==> config.mk <==
export PLATFORM = sky130hd
export DESIGN_NAME = cache_flush_engine_flat
export DESIGN_NICKNAME = d
export VERILOG_FILES = /design/src/rtl/cache_pkg.sv /design/src/rtl/cache_flush_engine_if.sv /design/src/rtl/cache_addr_encode.sv /design/src/rtl/cache_flush_engine.sv /design/src/flat_wrapper.sv
export SDC_FILE = /design/constraint.sdc
export NUM_CORES = 1
export LEC_CHECK = 0
export CELL_PAD_IN_SITES_DETAIL_PLACEMENT = 1
export CELL_PAD_IN_SITES_GLOBAL_PLACEMENT = 1
export CORE_MARGIN = 1.5
export CORE_UTILIZATION = 28
export CTS_CLUSTER_SIZE = 12
export DETAILED_ROUTE_END_ITERATION = 10
export PLACE_DENSITY_LB_ADDON = 0.12
export SYNTH_ARGS = -nofsm -noshare
export SYNTH_HDL_FRONTEND = slang
export SYNTH_HIERARCHICAL = 1
export SYNTH_SLANG_ARGS = --single-unit
==> constraint.sdc <==
create_clock -name iClk -period 3.45 [get_ports iClk]
set_input_delay 1.035 -clock iClk [delete_from_list [all_inputs] [get_ports iClk]]
set_output_delay 1.035 -clock iClk [all_outputs]
set_load 0.02 [all_outputs]
==> src/rtl/cache_pkg.sv <==
// Shared geometry, FSM state type and address encoder for the direct-mapped data cache.
// Both the decode side and the flush engine import these widths so they always agree.
package cache_pkg;

    localparam int TAG_W    = 26;
    localparam int INDEX_W  = 4;
    localparam int OFFSET_W = 2;
    localparam int LINES    = 16;
    localparam int DATA_W   = 32;
    localparam int ADDR_W   = 32;

    typedef enum logic [2:0] {
        IDLE,
        SCAN,
        WRITE,
        ADVANCE,
        DONE
    } flush_state_t;

    typedef enum logic {
        MODE_ONE,
        MODE_ALL
    } flush_mode_t;

    function automatic logic [ADDR_W-1:0] encode_addr(input logic [TAG_W-1:0]   tag,
                                                      input logic [INDEX_W-1:0] index);
        return {tag, index, {OFFSET_W{1'b0}}};
    endfunction

endpackage

==> src/rtl/cache_flush_engine_if.sv <==
// Data-memory write port: valid/ready handshake carrying one word and its byte address.
interface cache_flush_engine_if #(
    parameter int DATA_W = 32
);

    logic              oMemWrValid;
    logic              iMemWrReady;
    logic [31:0]       oMemWrAddr;
    logic [DATA_W-1:0] oMemWrData;

    modport master (
        output oMemWrValid,
        output oMemWrAddr,
        output oMemWrData,
        input  iMemWrReady
    );

    modport slave (
        input  oMemWrValid,
        input  oMemWrAddr,
        input  oMemWrData,
        output iMemWrReady
    );

endinterface

==> src/rtl/cache_addr_encode.sv <==
// Rebuilds a full byte address from a line's stored tag and its index.
module cache_addr_encode
    import cache_pkg::*;
(
    input  logic [TAG_W-1:0]   iTag,
    input  logic [INDEX_W-1:0] iIndex,
    output logic [ADDR_W-1:0]  oAddr
);

    assign oAddr = encode_addr(iTag, iIndex);

endmodule

==> src/rtl/cache_flush_engine.sv <==
// Walks one or all cache lines and writes every valid+dirty line back to data memory,
// clearing its dirty bit once the memory accepts the write.
module cache_flush_engine #(
    parameter int TAG_W   = 26,
    parameter int INDEX_W = 4,
    parameter int DATA_W  = 32
) (
    input  logic               iClk,
    input  logic               iRst,
    input  logic               iFlushAll,
    input  logic               iFlushOne,
    input  logic [31:0]        iFlushAddress,
    output logic               oBusy,
    output logic               oDone,
    output logic [INDEX_W-1:0] oLineIndex,
    input  logic               iLineValid,
    input  logic               iLineDirty,
    input  logic [TAG_W-1:0]   iLineTag,
    input  logic [DATA_W-1:0]  iLineData,
    output logic               oClearDirty,
    cache_flush_engine_if.master mem_wr
);

    import cache_pkg::*;

    flush_state_t      state_q, state_d;
    flush_mode_t       mode_q,  mode_d;
    logic [INDEX_W-1:0] index_q, index_d;
    logic [31:0]       addr_q,  addr_d;
    logic [DATA_W-1:0] data_q,  data_d;
    logic [31:0]       line_addr;

    cache_addr_encode u_addr_encode (
        .iTag   (iLineTag),
        .iIndex (index_q),
        .oAddr  (line_addr)
    );

    // NOTE: state registers use non-blocking assignments so every flop samples the
    // pre-edge value of the others; blocking here would create order-dependent races.
    always_ff @(posedge iClk) begin
        if (iRst) begin
            state_q <= IDLE;
            mode_q  <= MODE_ONE;
            index_q <= '0;
            addr_q  <= '0;
            data_q  <= '0;
        end else begin
            state_q <= state_d;
            mode_q  <= mode_d;
            index_q <= index_d;
            addr_q  <= addr_d;
            data_q  <= data_d;
        end
    end

    // NOTE: every variable gets its hold value first, so no branch can leave one
    // unassigned and infer a latch.
    always_comb begin
        state_d = state_q;
        mode_d  = mode_q;
        index_d = index_q;
        addr_d  = addr_q;
        data_d  = data_q;
        unique case (state_q)
            IDLE: begin
                if (iFlushAll) begin
                    index_d = '0;
                    mode_d  = MODE_ALL;
                    state_d = SCAN;
                end else if (iFlushOne) begin
                    index_d = iFlushAddress[OFFSET_W +: INDEX_W];
                    mode_d  = MODE_ONE;
                    state_d = SCAN;
                end
            end
            SCAN: begin
                if (iLineValid && iLineDirty) begin
                    addr_d  = line_addr;
                    data_d  = iLineData;
                    state_d = WRITE;
                end else begin
                    state_d = ADVANCE;
                end
            end
            WRITE: begin
                if (mem_wr.iMemWrReady) state_d = ADVANCE;
            end
            ADVANCE: begin
                // Last line ends the walk instead of wrapping back to index 0.
                if (mode_q == MODE_ONE || index_q == '1) begin
                    state_d = DONE;
                end else begin
                    index_d = index_q + 1'b1;
                    state_d = SCAN;
                end
            end
            DONE:    state_d = IDLE;
            default: state_d = IDLE;
        endcase
    end

    assign oBusy              = (state_q != IDLE);
    assign oDone              = (state_q == DONE);
    assign oLineIndex         = index_q;
    assign mem_wr.oMemWrValid = (state_q == WRITE);
    assign mem_wr.oMemWrAddr  = addr_q;
    assign mem_wr.oMemWrData  = data_q;
    // A reset landing on the handshake cycle must leave the line dirty.
    assign oClearDirty        = (state_q == WRITE) && mem_wr.iMemWrReady && !iRst;

endmodule

==> src/flat_wrapper.sv <==
// flat-port wrapper written by rule: the top's interface ports become plain ports
module cache_flush_engine_flat import cache_pkg::*;
#(
    parameter int TAG_W   = 26,
    parameter int INDEX_W = 4,
    parameter int DATA_W  = 32
)
  (iClk, iRst, iFlushAll, iFlushOne, iFlushAddress, oBusy, oDone, oLineIndex, iLineValid, iLineDirty, iLineTag, iLineData, oClearDirty, mem_wr_oMemWrValid, mem_wr_oMemWrAddr, mem_wr_oMemWrData, mem_wr_iMemWrReady);
  cache_flush_engine_if #(.DATA_W(DATA_W)) mem_wr_i ();
  input  logic iClk;
  input  logic iRst;
  input  logic iFlushAll;
  input  logic iFlushOne;
  input  logic [31:0] iFlushAddress;
  output logic oBusy;
  output logic oDone;
  output logic [INDEX_W-1:0] oLineIndex;
  input  logic iLineValid;
  input  logic iLineDirty;
  input  logic [TAG_W-1:0] iLineTag;
  input  logic [DATA_W-1:0] iLineData;
  output logic oClearDirty;
  output wire logic [$bits(mem_wr_i.oMemWrValid)-1:0] mem_wr_oMemWrValid;
  output wire logic [$bits(mem_wr_i.oMemWrAddr)-1:0] mem_wr_oMemWrAddr;
  output wire logic [$bits(mem_wr_i.oMemWrData)-1:0] mem_wr_oMemWrData;
  input wire logic [$bits(mem_wr_i.iMemWrReady)-1:0] mem_wr_iMemWrReady;
  assign mem_wr_oMemWrValid = mem_wr_i.oMemWrValid;
  assign mem_wr_oMemWrAddr = mem_wr_i.oMemWrAddr;
  assign mem_wr_oMemWrData = mem_wr_i.oMemWrData;
  assign mem_wr_i.iMemWrReady = mem_wr_iMemWrReady;
  cache_flush_engine #(.TAG_W(TAG_W), .INDEX_W(INDEX_W), .DATA_W(DATA_W)) u_core (.iClk(iClk), .iRst(iRst), .iFlushAll(iFlushAll), .iFlushOne(iFlushOne), .iFlushAddress(iFlushAddress), .oBusy(oBusy), .oDone(oDone), .oLineIndex(oLineIndex), .iLineValid(iLineValid), .iLineDirty(iLineDirty), .iLineTag(iLineTag), .iLineData(iLineData), .oClearDirty(oClearDirty), .mem_wr(mem_wr_i));
endmodule
==> flow_summary.json <==
{
  "outcome": "finished, final reports clean",
  "path_cells": "clkdlybuf4s50_1 -> and3b_1 -> clkdlybuf4s50_1",
  "nFillCells": 1203,
  "worstMarginPinSlew_ps": 790,
  "ys.flop_type": "dfxtp_1",
  "total_power_mw": 2.09,
  "drc": 0,
  "synth_top_area_cell": "dfxtp_1",
  "hold_viol_final": 0,
  "drt_iter0_drc": 63,
  "die_h_um": 105,
  "path_max_fanout": 2,
  "cts_resized": 0,
  "htree_levels": 3,
  "cts_root_buf": "clkbuf_8",
  "cts_tree": "built",
  "design.core.area_um2": 10200,
  "vias": 2705,
  "crit_path_frequent_cell": "clkdlybuf4s50_1",
  "drtAntennaViolNets": 0,
  "cpPeakStageDelay_ps": 600,
  "syn_area_um2": 2920,
  "synthArstFlopShare": 0,
  "grt_usage": 0.153,
  "drive_gt1_frac": 0.0511,
  "yosysSeqAreaShare": 0.494,
  "rsz0062_at_grt": "no",
  "detailed_place_hpwl_um": 5640,
  "io_pins": 169,
  "required_ps": 2410,
  "fp.dieW_um": 105,
  "cts_buffers": 9,
  "cp-start-kind": "input pin",
  "finClkSkew_ps": 10.4,
  "grt_pass1_wl_um": 13500,
  "avgSynthCellArea_um2": 7.98,
  "wirelength_um": 8360,
  "diodes": 0,
  "wl_per_cell_um": 13.8,
  "yosys-top-cells-area": "dfxtp_1 49%, nand2_1 17%, a21oi_1 11%, buf_4 8.5%, clkbuf_1 1.9%",
  "insertion_delay_ps": 340,
  "hold_class": "reg -> reg",
  "grt_overflow": 0,
  "cts_max_path_buffers": 2,
  "dr.pass1.iters": 4,
  "clk_pin_slew_worst_paths_ps": 70,
  "slew_violations": 0,
  "grt_start_max_net_pins": 73,
  "clock-sinks": 72,
  "p_leak_nw": 1.50,
  "p_per_area_nw_per_um2": 474,
  "ys_warn_count": 6,
  "path_class": "in -> out",
  "period_share": 0.957,
  "worst_setup_path_end_kind": "output port",
  "dp_slack_ps": 138,
  "dieArea_um2": 11100,
  "maxCapViolations": 0,
  "synth_seq_cells": 72,
  "holdBufCountCts": 0,
  "period_needed_ps": 3300,
  "final_nets": 564,
  "start_util": 0.285,
  "gp_congestion": 0.755,
  "synth_cell_types": 34,
  "yosysTopAreaCellShare": 0.494,
  "timing.slew.headroom": 0.474,
  "setup_viol": 0,
  "setup_slack_ps": 148,
  "antenna_found_initial": 0,
  "post_cts_buffers": 0,
  "fp-row-count": 37,
  "fmax_mhz": 303,
  "grt_pass1_vias": 2665,
  "syn2layout_area_growth_pct": 51.3,
  "crit_arrival_ps": 2270,
  "vias_per_cell": 4.46,
  "postSynthCellCount": 366,
  "critPathSlowestCell": "clkdlybuf4s50_1",
  "setup_tns_ps": 0,
  "synth_edf_count": 0,
  "vdd.ir_drop.worst_mv": 0.176,
  "port_buffers": 140
}
-- cell type report --
type / instances / area [µm²] / share of cell area
flip-flops and latches: 72 / 1440 / 0.326
repair buffers: 144 / 1440 / 0.326
multi-input cells: 237 / 1130 / 0.255
well taps: 136 / 170 / 0.0385
clock buffers: 10 / 128 / 0.0289
clock inverters: 5 / 106 / 0.0241
inverters: 2 / 7.51 / 0.00170
-- sequential cells by signal, indices dropped and copies added, names as in the netlist --
name	count
u_core/mem_wr.oMemWrData	32
u_core/oLineIndex	4
u_core/mem_wr.oMemWrAddr	32
u_core/state_q	3
u_core/mode_q	1
-- power by group --
group,internal (mW),switching [mW],leakage (nW)
sequential,0.873,0.0395,0.583
clock,0.478,0.321,0.113
combinational,0.195,0.185,0.800
total,1.55,0.546,1.50
-- layer usage --
metal  vias up  part of all wire  global-route usage
li1       1357                 -                   -
met1      1256              0.44               0.186
met2        81              0.48               0.251
met3        11             0.066              0.0443
met4         0             0.017              0.0675
met5         -                 0                   0
-- cells by family after synthesis --
group / synth area share
AND/OR/NAND/NOR: 0.223
buffers and inverters: 0.123
other: 0.00128
adder cells (fa/ha/maj): 0.00428
XOR/XNOR: 0.00300
AO/OA/AOI/OAI: 0.141
multiplexers: 0.0107
flip-flops: 0.494
-- worst max-delay path: cells and delay by family --
| family | cells | cell delay, ps |
|---|---|---|
| AND/OR/NAND/NOR | 1 | 160 |
| buffers and inverters | 2 | 1080 |
-- synth_stat cells, types with 2 or more instances --
cell type	n
a211oi_1	2
a21oi_1	66
a31oi_1	2
and3b_1	2
buf_1	5
buf_4	33
buf_6	2
clkbuf_1	15
dfxtp_1	72
inv_1	2
mux2i_1	2
nand2_1	130
nand3b_1	2
nor2_1	5
nor3_1	3
nor3b_1	4
o21ai_0	2
-- cell usage in the layout, fill, tap and decap left out --
cell type | netlist | layout
buf_4 | 33 | 3
a21oi_1 | 66 | 66
ha_1 | 1 | 1
buf_12 | 0 | 1
inv_1 | 2 | 2
a211oi_1 | 2 | 2
nand3b_1 | 2 | 2
a31oi_1 | 2 | 2
nor2b_1 | 1 | 1
clkinv_4 | 0 | 1
nand2_1 | 130 | 130
clkbuf_1 | 15 | 1
nor2_1 | 5 | 5
clkbuf_8 | 0 | 9
dfxtp_1 | 72 | 72
mux2i_1 | 2 | 2
nor3_2 | 1 | 1
conb_1 | 1 | 2
or4b_1 | 1 | 1
a32oi_4 | 1 | 1
bufinv_16 | 0 | 3
a222oi_1 | 1 | 1
clkdlybuf4s50_1 | 0 | 139
mux2_2 | 1 | 1
nand4_1 | 1 | 1
nand3_1 | 1 | 1
buf_2 | 1 | 1
and4_2 | 0 | 1
nor3b_1 | 4 | 4
and3b_1 | 2 | 2
and3_1 | 1 | 1
or2_2 | 1 | 1
o21ai_0 | 2 | 2
nand4b_1 | 1 | 1
a22oi_1 | 1 | 1
xnor2_1 | 1 | 1
nor3_1 | 3 | 3
clkinvlp_4 | 0 | 1
-- worst paths after layout --
kind	from	endpoint	slack, ps	cells after the start
worst max-delay path	mem_wr_iMemWrReady	oClearDirty	150	3
worst min-delay path	u_core/mem_wr.oMemWrAddr[17]	u_core/mem_wr.oMemWrAddr[17]	450	2
worst min register to register	u_core/mem_wr.oMemWrAddr[17]	u_core/mem_wr.oMemWrAddr[17]	450	2
worst max register to register	u_core/state_q[1]	u_core/oLineIndex[0]	1590	4
-- through the flow --
step           std cells   util  instance area, µm²  hold slack (ps)
2_1_floorplan        367      -                2920              519
3_3_place_gp         591  0.409                4180              441
3_5_place_dp         591  0.409                4180              447
4_1_cts              606  0.432                4420              458
5_1_grt              606  0.432                4420              475
6_report             606  0.432                4420              455
Power figures use the tool's default switching activity.
==> edit 1, RTL diff (same flow settings) <==
The 5 states of `flush_state_t` get a Gray code encoding in 3 bits.
--- a/src/rtl/cache_pkg.sv
+++ b/src/rtl/cache_pkg.sv
@@ -10,11 +10,11 @@
     localparam int ADDR_W   = 32;
 
     typedef enum logic [2:0] {
-        IDLE,
-        SCAN,
-        WRITE,
-        ADVANCE,
-        DONE
+        IDLE    = 3'b000,
+        SCAN    = 3'b001,
+        WRITE   = 3'b011,
+        ADVANCE = 3'b010,
+        DONE    = 3'b110
     } flush_state_t;
 
     typedef enum logic {
Check against the original RTL: same outputs for any inputs over 10 cycles, from zero or initial values and one cycle with iRst high; not proved beyond that.
==> edit 1 against the unedited design <==
Total power is 11% lower. Clock skew is 0.0023 ns higher. Hold slack worse by 0.0016 ns. Cell area is 1.4% lower. Non-clock buffer count is 1 lower. Sequential share of layout area is 0.47 points higher. Area after synthesis is 0.77% higher. Worst setup slack better by 0.30 ns. Global-route usage is 0.065 points lower. Routed wire length is 1.6% lower. Sequential cell count stayed put. Final cell count is 0.17% higher. Critical path depth stayed put. Count of clock-buffer cells in the layout stayed put.
==> edit 1: results (changes against the unedited design) <==
worst-margin pin slew=0.798 ns (+0.00831 ns); drt initial violations=75 (+19%); Clock Skew=0.0127 ns (+0.00230 ns); register area share after synthesis=49.0% (-0.38 points); placer congestion estimate=0.719 (-4.8%); most area-consuming cells after synthesis=dfxtp_1 49%, nand2_1 17%, a21oi_1 12%; final WL=8230 um (-1.6%); combinational share of power=19.9% (+1.7 points); Commonest cells post-synth=131 x nand2_1, 72 x dfxtp_1, 68 x a21oi_1; Cells after DPL=593 (+0.34%); HPWL reported at the end of detailed placement=5440 um (-3.5%); Pwr per Cell Area=427 mW/mm^2 (-9.9%); Post-CTS Resized=0 (unchanged); Peak VDD IR=0.141 mV (-20%); clk pwr=570 uW (-29%); nets=566 (+0.35%); layout cells sized above 1=5.31% (+0.20 points); global-route wire length before repair=13400 um (-0.21%); via count=2688 (-0.63%); switching pwr=525 uW (-3.9%); DP Area=0.00419 mm^2 (+0.21%); Arr. time, crit path=1.97 ns (-0.30 ns); CP max stage delay=0.46 ns (-0.14 ns); Setup Slack @ Placement=0.0476 ns (-0.0902 ns); post-synthesis cell type count=31 (-8.8%); Static Leak=1.47 nW (-1.5%); Cells after Synth=370 (+1.1%); total track usage=15.3% (-0.065 points); status=finished, final reports clean
==> edit 1: path summary, 6_finish.rpt <==
check / from / to / slack (ns) / cells after the start
setup / recovery: mem_wr_iMemWrReady / oClearDirty / 0.45 / 3
hold / removal: u_core/mem_wr.oMemWrAddr[18]$_SDFFE_PP0P_ / u_core/mem_wr.oMemWrAddr[18]$_SDFFE_PP0P_ / 0.45 / 2
setup reg to reg: u_core/state_q[1]$_SDFFE_PP0P_ / u_core/mem_wr.oMemWrAddr[0]$_SDFFE_PP0P_ / 1.47 / 5
hold reg to reg: u_core/mem_wr.oMemWrAddr[18]$_SDFFE_PP0P_ / u_core/mem_wr.oMemWrAddr[18]$_SDFFE_PP0P_ / 0.45 / 2
==> edit 1: critical path, delay by kind of cell <==
family	cells	cell delay [ns]
buffers and inverters	2	0.72
and+or+nand+nor	1	0.21
==> edit 1: area by class of cell <==
| cell class | count | area, um^2 |
|---|---|---|
| Fill cell | 1240 | 5920 |
| Sequential cell | 72 | 1440 |
| Timing Repair Buffer | 143 | 1430 |
| Multi-Input combinational cell | 238 | 1130 |
| Tap cell | 136 | 170 |
| Clock buffer | 10 | 138 |
| Clock inverter | 4 | 22.5 |
| Inverter | 4 | 15.0 |
==> edit 1: kinds of logic (layout without fill, tap and decap cells) <==
group,Yosys count,in the layout,synth area share [%]
muxes,1,1,0.340
other,1,2,0.127
adders and majority gates,1,1,0.425
DFF,72,72,49.0
AOI/OAI and AO/OA,78,78,14.4
buffers and inverters,61,161,12.8
and+or+nand+nor,156,156,23.0
==> edit 1: metal layers <==
layer	vias to the layer above	global-route usage (%)	part of all wire (%)	wire length (um)
met5	-	0	0	0
met4	0	4.63	0.97	80
met3	8	4.64	5.0	414
met2	75	25.8	47	3880
met1	1244	18.7	47	3860
li1	1361	-	-	-
==> edit 2, RTL diff (same settings) <==
Made on the original files. Reset style: asynchronous (`iRst`), changed in one clocked block.
--- a/src/rtl/cache_flush_engine.sv
+++ b/src/rtl/cache_flush_engine.sv
@@ -38,7 +38,7 @@
 
     // NOTE: state registers use non-blocking assignments so every flop samples the
     // pre-edge value of the others; blocking here would create order-dependent races.
-    always_ff @(posedge iClk) begin
+    always_ff @(posedge iClk or posedge iRst) begin
         if (iRst) begin
             state_q <= IDLE;
             mode_q  <= MODE_ONE;
Behaviour: differs if iRst is asserted again (counterexample within 4 cycles, from zero or initial values and one cycle with iRst high); with iRst held inactive, the same outputs for 10 cycles.
==> edit 2 against the unedited design <==
Utilization down 1.3 points. Worst setup slack worse by 0.069 ns. Cell area up 14%. Sequential cell count unchanged. Area after synthesis up 18%. Hold slack better by 0.051 ns. Non-clock buffer count up 1. Clock skew down 0.0062 ns. Routed wire length down 6.4%. Count of clock-buffer cells in the layout up 3.
Power is not compared: it rests on default switching activity, and its combinational part moved more than twofold at a synthesized area within 25%.
==> edit 2: results (changes against the unedited design) <==
vias in the first global route=2279 (-14%); Clock Latency Late Sink=approximately 0.33 ns; Commonest cells post-synth=72 x dfrtp_1, 60 x mux2_4, 33 x buf_4; GR Util met1=15.9% (-2.7 points); Cells after DPL=477 (-19%); WL/cell=15.9 um (+15%); status=finished, final reports clean; placer congestion estimate=0.718 (-4.9%); Avg Cell Area, Syn=15.4 um^2 (+93%); drt initial violations=40 (-37%); largest net degree at the start of global routing=49 (-33%); Post-synth ARST share=100% (+100 points); register area share after synthesis=52.1% (+2.7 points); post-synthesis cell type count=33 (-2.9%); most area-consuming cells after synthesis=dfrtp_1 52%, mux2_4 26%, buf_4 7.2%; DP Area=0.00473 mm^2 (+13%); worst-margin pin slew=0.609 ns (-0.180 ns); clock root buffer=clkbuf_16; Setup Slack @ Placement=0.0672 ns (-0.0706 ns); met3 usage in global routing=5.82% (+1.4 points); Pre-Repair DR Iteration Count=3 (-1); global-route wire length before repair=12300 um (-8.4%); reg2reg path depth=3 (-1); hold depth=1 (-1); via count=2117 (-22%); DR vias/cell=4.29 (-3.8%); nets=439 (-22%); layout cells sized above 1=25.4% (+20 points); GR met2 Demand/Resource=19.2% (-5.9 points); clock-pin slew on the worst setup and hold paths=0.05 ns (-0.02 ns); diodes inserted=0 (unchanged); total track usage=12.7% (-2.7 points); Clock Skew=0.00412 ns (-0.00625 ns); Mapped Area=0.00346 mm^2 (+18%); htree depth=3 (unchanged); HPWL reported at the end of detailed placement=5450 um (-3.3%); Arr. time, crit path=2.34 ns (+0.07 ns)
[edit 2: where the power goes]
| group | leakage, nW | internal (mW) | switching, mW |
|---|---|---|---|
| clock network | 0.150 | 0.597 | 0.338 |
| logic | 1.12 | 1.43 | 1.04 |
| registers | 0.866 | 1.27 | 0.294 |
| total | 2.14 | 3.29 | 1.67 |
[edit 2: stage by stage]
stage | power (mW) | setup TNS [ns]
2_1_floorplan | 3.05 | -0.0797
3_3_place_gp | 4.04 | 0
3_5_place_dp | 4.06 | 0
4_1_cts | 5.06 | 0
5_1_grt | 5.25 | 0
6_report | 4.97 | 0
[edit 2: final cells by class]
cell class | count | area (um^2)
clock buffers | 13 | 260
multi-input cells | 109 | 1260
repair buffers | 145 | 1460
clock inverters | 3 | 40.0
well taps | 147 | 184
flip-flops and latches | 72 | 1800
fillers | 1240 | 6980
inverters | 4 | 18.8
[edit 2: routing by layer]
metal	part of all wire (%)	wire length (um)
met5	0	0
met4	1.4	108
met3	8.0	626
met2	46	3630
met1	44	3460
[edit 2: final timing paths]
path / startpoint / end / slack, ns
worst max-delay path: iRst / oClearDirty / 0.08
worst max register to register: u_core/state_q[1]$_DFFE_PP0P_ / u_core/mem_wr.oMemWrAddr[29]$_DFFE_PP0P_ / 1.60
worst min-delay path: u_core/mem_wr.oMemWrData[2]$_DFFE_PP0P_ / u_core/mem_wr.oMemWrData[2]$_DFFE_PP0P_ / 0.51
min in group asynchronous: iRst / u_core/state_q[2]$_DFFE_PP0P_ / 1.16
max in group asynchronous: iRst / u_core/mem_wr.oMemWrData[20]$_DFFE_PP0P_ / 1.35
worst min register to register: u_core/mem_wr.oMemWrData[2]$_DFFE_PP0P_ / u_core/mem_wr.oMemWrData[2]$_DFFE_PP0P_ / 0.51
[edit 2: cells by family after synthesis]
group,after synthesis,share of synthesized area [%]
and+or+nand+nor,25,4.31
AOI/OAI and AO/OA,15,3.15
xor gates and xnor gates,1,0.253
buffers and inverters,45,11.7
DFF,72,52.1
adders and majority gates,1,0.362
other,1,0.108
muxes,65,28.0
